`src/rtl/health_alarm_manager_pkg.sv`:
```
// Shared definitions for the health alarm manager: event codes, alarm FSM states,
// event record width and the pending-event priority encoder.
package health_alarm_manager_pkg;

  localparam int NUM_EVT = 5;
  localparam int CODE_W  = 3;
  localparam int GLYC_W  = 4;
  localparam int REC_W   = CODE_W + GLYC_W;

  localparam logic [CODE_W-1:0] EVT_FALL     = 3'd0;
  localparam logic [CODE_W-1:0] EVT_PRESSURE = 3'd1;
  localparam logic [CODE_W-1:0] EVT_BLOOD    = 3'd2;
  localparam logic [CODE_W-1:0] EVT_HIGHTEMP = 3'd3;
  localparam logic [CODE_W-1:0] EVT_LOWTEMP  = 3'd4;

  typedef enum logic [1:0] {
    ST_IDLE     = 2'd0,
    ST_ALARM    = 2'd1,
    ST_SILENCED = 2'd2
  } state_t;

  // Lowest set bit wins, so fall (code 0) always goes out first.
  function automatic logic [CODE_W-1:0] first_pending(input logic [NUM_EVT-1:0] p);
    first_pending = '0;
    for (int i = NUM_EVT - 1; i >= 0; i--) begin
      if (p[i]) first_pending = CODE_W'(i);
    end
  endfunction

endpackage

```
`src/rtl/health_alarm_manager_if.sv`:
```
// Event record stream toward the transmitter (valid/ready); master is the alarm manager.
interface health_alarm_manager_if;
  import health_alarm_manager_pkg::*;

  logic              eventValid;
  logic              eventReady;
  logic [CODE_W-1:0] eventCode;
  logic [GLYC_W-1:0] eventGlycemic;

  modport master (output eventValid, output eventCode, output eventGlycemic, input eventReady);
  modport slave  (input eventValid, input eventCode, input eventGlycemic, output eventReady);

endinterface

```
`src/rtl/health_alarm_manager_fifo.sv`:
```
// alarm_event_fifo: small synchronous FIFO for event records. The output holds the
// last popped head while empty so downstream fields never glitch to stale slots.
module alarm_event_fifo #(
  parameter int WIDTH = 7,
  parameter int DEPTH = 4
) (
  input  logic             clk,
  input  logic             rst,
  input  logic             push,
  input  logic             pop,
  input  logic [WIDTH-1:0] din,
  output logic             full,
  output logic             empty,
  output logic [WIDTH-1:0] dout
);

  localparam int AW = $clog2(DEPTH);

  logic [WIDTH-1:0] mem_q [DEPTH];
  logic [AW:0]      wr_ptr_q, rd_ptr_q;
  logic [WIDTH-1:0] last_q;
  logic [WIDTH-1:0] head;
  logic             do_push, do_pop;

  assign empty   = (wr_ptr_q == rd_ptr_q);
  assign full    = (wr_ptr_q[AW] != rd_ptr_q[AW]) && (wr_ptr_q[AW-1:0] == rd_ptr_q[AW-1:0]);
  assign do_pop  = pop && !empty;
  // A pop in the same cycle frees the slot, so a push into a full FIFO is still taken.
  assign do_push = push && (!full || do_pop);
  assign head    = mem_q[rd_ptr_q[AW-1:0]];
  assign dout    = empty ? last_q : head;

  always_ff @(posedge clk) begin
    if (do_push) mem_q[wr_ptr_q[AW-1:0]] <= din;
  end

  always_ff @(posedge clk or posedge rst) begin
    if (rst) begin
      wr_ptr_q <= '0;
      rd_ptr_q <= '0;
      last_q   <= '0;
    end else begin
      if (do_push) wr_ptr_q <= wr_ptr_q + (AW+1)'(1);
      if (do_pop)  rd_ptr_q <= rd_ptr_q + (AW+1)'(1);
      if (!empty)  last_q   <= head;
    end
  end

endmodule

```
`src/rtl/health_alarm_manager.sv`:
```
// Health alarm manager: debounces monitor flags, queues onset records, runs the bedside
// alarm FSM. Define HAM_ESCALATION_EN to build the unacknowledged-alarm escalation timer.
//
//  state       | meaning
//  ST_IDLE     | no active alarm
//  ST_ALARM    | alarm sounding, waiting for ackIn
//  ST_SILENCED | acknowledged, silence timer running down
module health_alarm_manager
  import health_alarm_manager_pkg::*;
#(
  parameter int PERSIST_CYCLES  = 4,
  parameter int SILENCE_CYCLES  = 16,
  parameter int FIFO_DEPTH      = 4,
  parameter int ESCALATE_CYCLES = 32
) (
  input  logic                          clk,
  input  logic                          rst,
  input  logic                          presureAbnormality,
  input  logic                          bloodAbnormality,
  input  logic                          highTempAbnormality,
  input  logic                          lowTempAbnormality,
  input  logic                          fallDetected,
  input  logic [GLYC_W-1:0]             glycemicIndex,
  input  logic                          ackIn,
  health_alarm_manager_if.master        evt,
  output logic                          alarm,
  output logic                          overflow,
  output logic [3:0]                    dropCount,
  output logic                          escalate
);

  localparam int CW = $clog2(PERSIST_CYCLES + 1);
  localparam int SW = $clog2(SILENCE_CYCLES + 1);
  localparam logic [CW-1:0] PERSIST_M1 = CW'(PERSIST_CYCLES - 1);

  logic [NUM_EVT-1:0] flags_in;
  logic [CW-1:0]      cnt_q [1:NUM_EVT-1];
  logic [CW-1:0]      cnt_d [1:NUM_EVT-1];
  logic [NUM_EVT-1:0] conf_q, conf_d, onset;
  logic [NUM_EVT-1:0] pending_q, pending_d, push_onehot;
  logic               push_req, pop, fifo_full, fifo_empty, drop;
  logic [CODE_W-1:0]  push_code;
  logic [REC_W-1:0]   fifo_dout;
  logic               overflow_q, overflow_d;
  logic [3:0]         drop_cnt_q, drop_cnt_d;
  state_t             state_q, state_d;
  logic [SW-1:0]      sil_cnt_q, sil_cnt_d;

  assign flags_in = {lowTempAbnormality, highTempAbnormality, bloodAbnormality,
                     presureAbnormality, fallDetected};

  // Counters saturate at PERSIST_CYCLES-1; the next high sample confirms.
  always_comb begin
    conf_d[EVT_FALL] = fallDetected;
    for (int i = 1; i < NUM_EVT; i++) begin
      cnt_d[i]  = '0;
      conf_d[i] = flags_in[i] && (cnt_q[i] >= PERSIST_M1);
      if (flags_in[i]) cnt_d[i] = (cnt_q[i] == PERSIST_M1) ? cnt_q[i] : cnt_q[i] + CW'(1);
    end
  end

  assign onset       = conf_d & ~conf_q;
  assign push_req    = |pending_q;
  assign push_code   = first_pending(pending_q);
  assign push_onehot = push_req ? (NUM_EVT'(1) << push_code) : '0;
  assign pending_d   = (pending_q & ~push_onehot) | onset;
  assign pop         = !fifo_empty && evt.eventReady;
  assign drop        = push_req && fifo_full && !pop;
  assign overflow_d  = overflow_q | drop;
  assign drop_cnt_d  = (drop && drop_cnt_q != 4'hF) ? drop_cnt_q + 4'd1 : drop_cnt_q;

  alarm_event_fifo #(.WIDTH(REC_W), .DEPTH(FIFO_DEPTH)) u_fifo (
    .clk   (clk),
    .rst   (rst),
    .push  (push_req),
    .pop   (pop),
    .din   ({push_code, glycemicIndex}),
    .full  (fifo_full),
    .empty (fifo_empty),
    .dout  (fifo_dout)
  );

  assign evt.eventValid    = !fifo_empty;
  assign evt.eventCode     = fifo_dout[REC_W-1:GLYC_W];
  assign evt.eventGlycemic = fifo_dout[GLYC_W-1:0];

  always_comb begin
    state_d   = state_q;
    sil_cnt_d = sil_cnt_q;
    case (state_q)
      ST_IDLE: begin
        if (|onset) state_d = ST_ALARM;
      end
      ST_ALARM: begin
        if (ackIn && !onset[EVT_FALL]) begin
          state_d   = ST_SILENCED;
          sil_cnt_d = SW'(SILENCE_CYCLES);
        end
      end
      ST_SILENCED: begin
        if (onset[EVT_FALL]) begin
          state_d = ST_ALARM;
        end else if (sil_cnt_q == SW'(1)) begin
          state_d = (|conf_q) ? ST_ALARM : ST_IDLE;
        end else begin
          sil_cnt_d = sil_cnt_q - SW'(1);
        end
      end
      default: state_d = ST_IDLE;
    endcase
  end

  always_ff @(posedge clk or posedge rst) begin
    if (rst) begin
      for (int i = 1; i < NUM_EVT; i++) cnt_q[i] <= '0;
      conf_q     <= '0;
      pending_q  <= '0;
      overflow_q <= 1'b0;
      drop_cnt_q <= '0;
      state_q    <= ST_IDLE;
      sil_cnt_q  <= '0;
    end else begin
      for (int i = 1; i < NUM_EVT; i++) cnt_q[i] <= cnt_d[i];
      conf_q     <= conf_d;
      pending_q  <= pending_d;
      overflow_q <= overflow_d;
      drop_cnt_q <= drop_cnt_d;
      state_q    <= state_d;
      sil_cnt_q  <= sil_cnt_d;
    end
  end

  assign alarm     = (state_q == ST_ALARM);
  assign overflow  = overflow_q;
  assign dropCount = drop_cnt_q;

`ifdef HAM_ESCALATION_EN
  localparam int EW = $clog2(ESCALATE_CYCLES + 1);

  logic [EW-1:0] esc_cnt_q, esc_cnt_d;
  logic          escalate_q, escalate_d;

  // Down-counter reloads whenever we are outside ALARM; terminal count raises escalate.
  always_comb begin
    esc_cnt_d  = EW'(ESCALATE_CYCLES);
    escalate_d = escalate_q;
    if (state_q == ST_ALARM) begin
      esc_cnt_d = (esc_cnt_q != '0) ? esc_cnt_q - EW'(1) : esc_cnt_q;
      if (state_d == ST_SILENCED)   escalate_d = 1'b0;
      else if (esc_cnt_q == EW'(1)) escalate_d = 1'b1;
    end
  end

  always_ff @(posedge clk or posedge rst) begin
    if (rst) begin
      esc_cnt_q  <= EW'(ESCALATE_CYCLES);
      escalate_q <= 1'b0;
    end else begin
      esc_cnt_q  <= esc_cnt_d;
      escalate_q <= escalate_d;
    end
  end

  assign escalate = escalate_q;
`else
  assign escalate = 1'b0;
`endif

endmodule
```
`src/flat_wrapper.sv`:
```
// flat-port wrapper written by rule: the top's interface ports become plain ports
module health_alarm_manager_flat import health_alarm_manager_pkg::*;
#(
  parameter int PERSIST_CYCLES  = 4,
  parameter int SILENCE_CYCLES  = 16,
  parameter int FIFO_DEPTH      = 4,
  parameter int ESCALATE_CYCLES = 32
)
  (clk, rst, presureAbnormality, bloodAbnormality, highTempAbnormality, lowTempAbnormality, fallDetected, glycemicIndex, ackIn, alarm, overflow, dropCount, escalate, evt_eventValid, evt_eventCode, evt_eventGlycemic, evt_eventReady);
  health_alarm_manager_if evt_i ();
  input  logic clk;
  input  logic rst;
  input  logic presureAbnormality;
  input  logic bloodAbnormality;
  input  logic highTempAbnormality;
  input  logic lowTempAbnormality;
  input  logic fallDetected;
  input  logic [GLYC_W-1:0] glycemicIndex;
  input  logic ackIn;
  output logic alarm;
  output logic overflow;
  output logic [3:0] dropCount;
  output logic escalate;
  output wire logic [$bits(evt_i.eventValid)-1:0] evt_eventValid;
  output wire logic [$bits(evt_i.eventCode)-1:0] evt_eventCode;
  output wire logic [$bits(evt_i.eventGlycemic)-1:0] evt_eventGlycemic;
  input wire logic [$bits(evt_i.eventReady)-1:0] evt_eventReady;
  assign evt_eventValid = evt_i.eventValid;
  assign evt_eventCode = evt_i.eventCode;
  assign evt_eventGlycemic = evt_i.eventGlycemic;
  assign evt_i.eventReady = evt_eventReady;
  health_alarm_manager #(.PERSIST_CYCLES(PERSIST_CYCLES), .SILENCE_CYCLES(SILENCE_CYCLES), .FIFO_DEPTH(FIFO_DEPTH), .ESCALATE_CYCLES(ESCALATE_CYCLES)) u_core (.clk(clk), .rst(rst), .presureAbnormality(presureAbnormality), .bloodAbnormality(bloodAbnormality), .highTempAbnormality(highTempAbnormality), .lowTempAbnormality(lowTempAbnormality), .fallDetected(fallDetected), .glycemicIndex(glycemicIndex), .ackIn(ackIn), .evt(evt_i), .alarm(alarm), .overflow(overflow), .dropCount(dropCount), .escalate(escalate));
endmodule
```
`config.mk`:
```
export PLATFORM = sky130hd
export DESIGN_NAME = health_alarm_manager_flat
export DESIGN_NICKNAME = d
export VERILOG_FILES = /design/src/rtl/health_alarm_manager_pkg.sv /design/src/rtl/health_alarm_manager_if.sv /design/src/rtl/health_alarm_manager_fifo.sv /design/src/rtl/health_alarm_manager.sv /design/src/flat_wrapper.sv
export SDC_FILE = /design/constraint.sdc
export NUM_CORES = 1
export LEC_CHECK = 0
export CAP_MARGIN = 10
export CELL_PAD_IN_SITES_DETAIL_PLACEMENT = 2
export CELL_PAD_IN_SITES_GLOBAL_PLACEMENT = 2
export CORE_UTILIZATION = 41
export DETAILED_ROUTE_END_ITERATION = 16
export GPL_ROUTABILITY_DRIVEN = 0
export PLACE_DENSITY = 0.89
export SYNTH_ARGS = -nofsm -noshare
export SYNTH_HDL_FRONTEND = slang
export SYNTH_HIERARCHICAL = 1
export SYNTH_SLANG_ARGS = --single-unit
```
`constraint.sdc`:
```
create_clock -name clk -period 3.48 [get_ports clk]
set_input_delay 0.522 -clock clk [delete_from_list [all_inputs] [get_ports clk]]
set_output_delay 0.522 -clock clk [all_outputs]
set_load 0.005 [all_outputs]
```
==> results.txt, run 1 <==
pin count of the biggest net entering global routing -> 35
routed vias -> 2104
crit path launch type -> register
clk_skew -> 15.6 ps
Mapped Nets -> 278
Worst Hold Launch -> u_core/overflow
R2R Setup Slk -> 400 ps
number of diodes -> 0
final worst setup slack -> 363 ps
vias in the first global route -> 2401
PortBufs -> 26
DRT Pass-1 Iters -> 4
sequential element share of the synthesized area -> 57.2%
GR Util All Layers -> 19.9%
die extent in y -> 94.8 um
RSZ-0062 raised after global routing -> false
leak pwr -> 1.75 nW
total power -> 3.84 mW
Syn-to-layout area delta -> 17.4%
initial antenna violation count -> 0
Hold Buf Count CTS -> 0
TritonCTS clock tree -> done
Num CTS Buffers -> 9
pwr/cell area -> 928 nW/um^2
Syn Area/Cell -> 14.2 um^2
H-tree depth -> 3
Post-CTS Repair Setup Buffers -> 0
share of layout cells above drive strength 1 -> 14.1%
Worst Setup End Kind -> primary output
first-pass GRT wire length -> 12900 um
Setup Viol. Count Final -> 0
Placed Area -> 3900 um^2
Slew Limit Fails -> 0
Max Fclk -> 321 MHz
pre-CTS WS -> 359 ps
kind of critical path -> register to primary output
worst reg2reg endpoint -> u_core/u_fifo/mem_q[3][2]
Final Non-Filler Cells -> 395
Critical Path AT -> 2590 ps
post_cts resized -> 0
DR iter-0 viols -> 66
final instance area -> 4140 um^2
die area -> 8980 um^2
Remaining DRCs -> 0
FFs w/ async S/R, synth -> 62.7%
Hold Crit Class -> register to register
Slowest cell on crit path -> dfrtp_1
Cell Area, Synth -> 3530 um^2
worst r2r src -> u_core/u_fifo/rd_ptr_q[1]
DP Cell Count -> 379
hold path depth -> 1
Least-Margin Pin Slew -> 604 ps
EDFF count, synth -> 28
VDD IR max -> 0.000251 V
worst slew margin relative to its limit -> 59.2%
DRT antenna net count -> 0
Final Hold Viols -> 0
Primary FF master, synth -> dfrtp_1
Max stage delay on crit path -> 650 ps
crit path cell chain -> xor2_4 > or3_1 > buf_4 > mux2_4 > clkdlybuf4s50_1
worst-skew pair later-pin latency -> 350 ps
core region area -> 8260 um^2
cells on worst reg2reg path -> 7
worst-path fanout max -> 10
final worst-path cycle share -> 89.6%
Synth Register Bits -> 75
row cnt -> 33
fin util -> 50.1%
CTS sink count -> 75
Final Net Count -> 314
final wirelength -> 7860 um
DP Wirelength -> 5850 um
Worst-path clk slew -> 80 ps
IO Count -> 28
hold path endpoint -> u_core/overflow
Routed WL per cell -> 19.9 um
Congestion Overflow GR -> 0
Starting Density -> 42.7%
clock buffer depth -> 2
setup TNS -> 0 ps
Worst Hold Slack -> 500 ps
die width -> 94.8 um
Yosys cell types -> 52
Max Cap Viol -> 0
clk root buf -> clkbuf_8
yosys warns -> 6
Via density -> 5.33
cells after synthesis -> 249
status -> finished, final reports clean
crit path time final -> 3120 ps
worst path required time -> 2960 ps
-- logic make-up (layout without fill, tap and decap cells) --
group | after synthesis | after routing | synth area share, %
compound gates | 29 | 29 | 6.74
other cells | 1 | 1 | 0.106
fa+ha+maj | 16 | 16 | 5.68
flops | 75 | 75 | 57.2
simple gates | 65 | 65 | 11.2
mux | 24 | 24 | 11.3
xor+xnor | 15 | 15 | 4.47
buf+inv | 24 | 65 | 3.30
-- state kept, by name, summed over array words and instances (netlist names) --
register                count
u_core/cnt_q               12
u_core/conf_q               5
u_core/dropCount            4
u_core/overflow             1
u_core/pending_q            5
u_core/sil_cnt_q            5
u_core/state_q              2
u_core/u_fifo/last_q        7
u_core/u_fifo/mem_q        28
u_core/u_fifo/rd_ptr_q      3
u_core/u_fifo/wr_ptr_q      3
-- worst max-delay path by stage --
stage                               from                   endpoint  slack, ps  cells after the start
2_1_floorplan  u_core/u_fifo/wr_ptr_q[1]  u_core/u_fifo/mem_q[0][0]        860                      8
3_3_place_gp   u_core/u_fifo/rd_ptr_q[1]  u_core/u_fifo/mem_q[3][1]        740                      7
3_5_place_dp   u_core/u_fifo/rd_ptr_q[1]  u_core/u_fifo/mem_q[3][1]        360                      7
4_1_cts        u_core/u_fifo/rd_ptr_q[1]       evt_eventGlycemic[2]        300                      5
5_1_grt        u_core/u_fifo/rd_ptr_q[1]  u_core/u_fifo/mem_q[3][6]        140                      7
6_report       u_core/u_fifo/rd_ptr_q[1]       evt_eventGlycemic[2]        360                      5
-- cell usage in the layout (no fill, tap or decap), types with 2 or more instances in the layout --
cell | Yosys | routed
dfrtp_1 | 47 | 47
edfxtp_1 | 28 | 28
clkdlybuf4s50_1 | 0 | 26
inv_1 | 20 | 20
ha_1 | 16 | 16
nand2_1 | 15 | 15
xnor2_1 | 10 | 10
and2_1 | 10 | 10
clkbuf_8 | 0 | 9
o21ai_0 | 9 | 9
mux2_4 | 8 | 8
nor2b_1 | 7 | 7
mux4_1 | 7 | 7
mux2i_1 | 6 | 6
nand2b_1 | 6 | 6
nor3_1 | 4 | 4
nor2_1 | 4 | 4
bufinv_16 | 0 | 3
a211oi_1 | 3 | 3
nand3_1 | 3 | 3
xor2_1 | 3 | 3
buf_4 | 1 | 3
and3_1 | 3 | 3
clkinv_4 | 0 | 2
a21oi_1 | 2 | 2
o31ai_1 | 2 | 2
a2111oi_2 | 2 | 2
or4_1 | 2 | 2
mux2_2 | 2 | 2
-- power breakdown --
part | switching [mW] | total (mW) | leakage [nW] | internal (mW)
Combinational | 0.716 | 1.54 | 0.781 | 0.822
Clock | 0.327 | 0.802 | 0.121 | 0.475
Sequential | 0.251 | 1.50 | 0.852 | 1.25
-- synthesized netlist by cell type, types with 2 or more instances --
master,count,area [um^2]
a2111oi_2,2,30.0
a211oi_1,3,22.5
a21oi_1,2,10.0
and2_1,10,62.6
and3_1,3,18.8
buf_6,3,33.8
dfrtp_1,47,1180
edfxtp_1,28,841
ha_1,16,200
inv_1,20,75.1
mux2_2,2,22.5
mux2_4,8,120
mux2i_1,6,60.1
mux4_1,7,184
nand2_1,15,56.3
nand2b_1,6,37.5
nand3_1,3,15.0
nor2_1,4,15.0
nor2b_1,7,43.8
nor3_1,4,20.0
o21ai_0,9,45.0
o31ai_1,2,15.0
or4_1,2,15.0
xnor2_1,10,87.6
xor2_1,3,26.3
-- metal layers --
metal	share of wire (%)	GRT usage [%]	up-vias
li1	-	-	970
met1	40	23.2	1079
met2	55	35.8	44
met3	3.5	4.35	11
met4	1.7	7.45	0
met5	0	0	-
-- cell type report --
type	instances	area (um^2)
inverter	20	75.1
timing repair buffer	29	283
fill	802	4120
clock buffer	9	124
clock inverter	7	116
tap	105	131
multi-input combinational	150	1390
sequential	75	2020
-- worst max-delay path, delay by kind of cell (launching register included) --
kind | cells | cell delay (ps)
xor+xnor | 1 | 190
buf+inv | 2 | 650
mux | 1 | 320
flops | 1 | 650
simple gates | 1 | 440
No activity file was read; power rests on OpenSTA's default activity.
==> run 2, diff against run 1 <==
--- a/config.mk
+++ b/config.mk
@@ -8,6 +8,7 @@
 export CAP_MARGIN = 10
 export CELL_PAD_IN_SITES_DETAIL_PLACEMENT = 2
 export CELL_PAD_IN_SITES_GLOBAL_PLACEMENT = 2
+export CORE_MARGIN = 2
 export CORE_UTILIZATION = 41
 export DETAILED_ROUTE_END_ITERATION = 16
 export GPL_ROUTABILITY_DRIVEN = 0
==> run 2 against run 1 <==
Effect of this change:
- largest power group unchanged
- maximum frequency shrank 0.46%
- cell area is essentially flat
- sequential share of layout area is essentially flat
- via count shrank 0.24%
- critical endpoint is now evt_eventGlycemic[0]
- count of clock-buffer cells in the layout rose by 1
- cell count did not move
==> results.txt, run 2 (synthesized netlist as in run 1, its figures left out) <==
status -> finished, final reports clean
clk root buf -> clkbuf_8
DR iter-0 viols -> 67 (+1.5%)
worst slew margin relative to its limit -> 57.5% (-1.7 points)
worst-path fanout max -> 10 (unchanged)
crit path launch type -> register
cells on worst reg2reg path -> 7 (unchanged)
post_cts resized -> 0 (unchanged)
pre-CTS WS -> 428 ps (+69.4 ps)
Hold Buf Count CTS -> 0 (unchanged)
crit path from -> u_core/u_fifo/rd_ptr_q[1]
number of diodes -> 0 (unchanged)
fin util -> 50.2% (about the same)
DP Wirelength -> 5540 um (-5.3%)
setup TNS -> 0 ps (unchanged)
Switch Pwr -> 1.30 mW (+0.67%)
Final Hold Viols -> 0 (unchanged)
row cnt -> 33 (unchanged)
combinational fraction of design power -> 39.8% (-0.2 points)
H-tree depth -> 3 (unchanged)
DRT Pass-1 Iters -> 4 (unchanged)
Worst-path clk slew -> 90 ps (about the same)
die area -> 9360 um^2 (+4.3%)
most common cell after layout, fill and taps aside -> dfrtp_1
Num CTS Buffers -> 9 (unchanged)
worst path required time -> 2960 ps (about the same)
crit path time final -> 3130 ps (+14.4 ps)
Syn-to-layout area delta -> 17.4% (about the same)
Worst setup endpoint -> evt_eventGlycemic[0]
vias in the first global route -> 2452 (+2.1%)
Max Cap Viol -> 0 (unchanged)
clk_skew -> 14.5 ps (-1.09 ps)
worst r2r src -> u_core/u_fifo/rd_ptr_q[1]
clock buffer depth -> 2 (unchanged)
VDD IR max -> 0.000323 V (+29%)
PortBufs -> 26 (unchanged)
DRT antenna net count -> 0 (unchanged)
clock network power share -> 21.2% (+0.3 points)
share of layout cells above drive strength 1 -> 14.1% (unchanged)
total power -> 3.85 mW (+0.32%)
die width -> 96.8 um (+2.1%)
Critical Path AT -> 2610 ps (+20 ps)
first-pass GRT wire length -> 13200 um (+2.1%)
routed vias -> 2099 (-0.24%)
pwr/cell area -> 931 nW/um^2 (+0.29%)
worst-skew pair later-pin latency -> 360 ps (about the same)
core region area -> 8260 um^2 (unchanged)
Worst Setup End Kind -> primary output
Slew Limit Fails -> 0 (unchanged)
RSZ-0062 raised after global routing -> false
Least-Margin Pin Slew -> 633 ps (+28.7 ps)
Remaining DRCs -> 0 (unchanged)
CTS sink count -> 75 (unchanged)
Post-CTS Repair Setup Buffers -> 0 (unchanged)
pin count of the biggest net entering global routing -> 35 (unchanged)
most frequent cells in the layout -> dfrtp_1, edfxtp_1, clkdlybuf4s50_1
GR Util All Layers -> 18.2% (-1.7 points)
Starting Density -> 42.7% (unchanged)
final wirelength -> 7900 um (+0.48%)
Routed WL per cell -> 20.0 um (+0.48%)
initial antenna violation count -> 0 (unchanged)
Via density -> 5.31 (-0.24%)
Setup Viol. Count Final -> 0 (unchanged)
max reg flops -> 28 (unchanged)
Max Fclk -> 319 MHz (-0.46%)
leak pwr -> 1.75 nW (-0.46%)
Final Net Count -> 314 (unchanged)
Congestion Overflow GR -> 0 (unchanged)
IO Count -> 28 (unchanged)
design internal power -> 2.55 mW (+0.15%)
kind of critical path -> register to primary output
final worst setup slack -> 349 ps (-14.4 ps)
final worst-path cycle share -> 90.0% (+0.41 points)
die extent in y -> 96.8 um (+2.1%)
worst reg2reg endpoint -> u_core/u_fifo/mem_q[3][6]
TritonCTS clock tree -> done
Hold Crit Class -> register to register
part of the power in registers -> 38.9% (-0.2 points)
switching share of power -> 33.8% (+0.12 points)
R2R Setup Slk -> 470 ps (+70 ps)
run 2: cell count changes in the layout (fill, tap and decap cells not counted):
cell / change
clkinv_4: -1
clkinv_2: -1
clkinvlp_4: +2
clkbuf_1: +1
clkinv_1: -1
run 2: critical path: stages (launching register included):
cell and delay [ps]:
dfrtp_1 660, xor2_4 180, or3_1 430, buf_4 200
mux2_4 320, clkdlybuf4s50_1 450
run 2: final cells by class:
| class | count | area (um^2) |
|---|---|---|
| timing repair buffer | 29 | 283 |
| clock inverter | 6 | 114 |
| inverter | 20 | 75.1 |
| tap | 105 | 131 |
| multi-input combinational | 150 | 1390 |
| sequential | 75 | 2020 |
| fill | 780 | 4120 |
| clock buffer | 10 | 128 |
run 2: worst min path at each step:
| stage | startpoint | to | slack (ps) | cells past startpoint |
|---|---|---|---|---|
| global placement | u_core/overflow | u_core/overflow | 460 | 1 |
| finish | u_core/overflow | u_core/overflow | 480 | 1 |
| floorplan | rst | u_core/u_fifo/last_q[0] | 400 | 1 |
| global route | u_core/overflow | u_core/overflow | 500 | 1 |
| detailed placement | u_core/overflow | u_core/overflow | 470 | 1 |
| CTS | u_core/overflow | u_core/overflow | 480 | 1 |
run 2: layer usage:
| metal | GRT usage (%) | vias up | routed length, um |
|---|---|---|---|
| li1 | - | 973 | - |
| met1 | 21.2 | 1092 | 3280 |
| met2 | 33.5 | 27 | 4340 |
| met3 | 4.41 | 7 | 198 |
| met4 | 4.88 | 0 | 73 |
| met5 | 0 | - | 0 |
run 2: stage by stage:
step                instances  area, um^2  hold WS, ps
floorplan                 249        3530          399
global placement          379        3900          463
detailed placement        379        3900          475
CTS                       395        4140          480
global route              395        4140          504
finish                    395        4140          475
run 2: power groups by stage:
stage	registers [mW]	logic, mW	clock network, mW
after floorplan	1.42	1.05	0
after global placement	1.49	1.41	0
after detailed placement	1.52	1.54	0
after CTS	1.51	1.57	0.846
after global routing	1.54	1.70	0.880
final	1.50	1.54	0.819
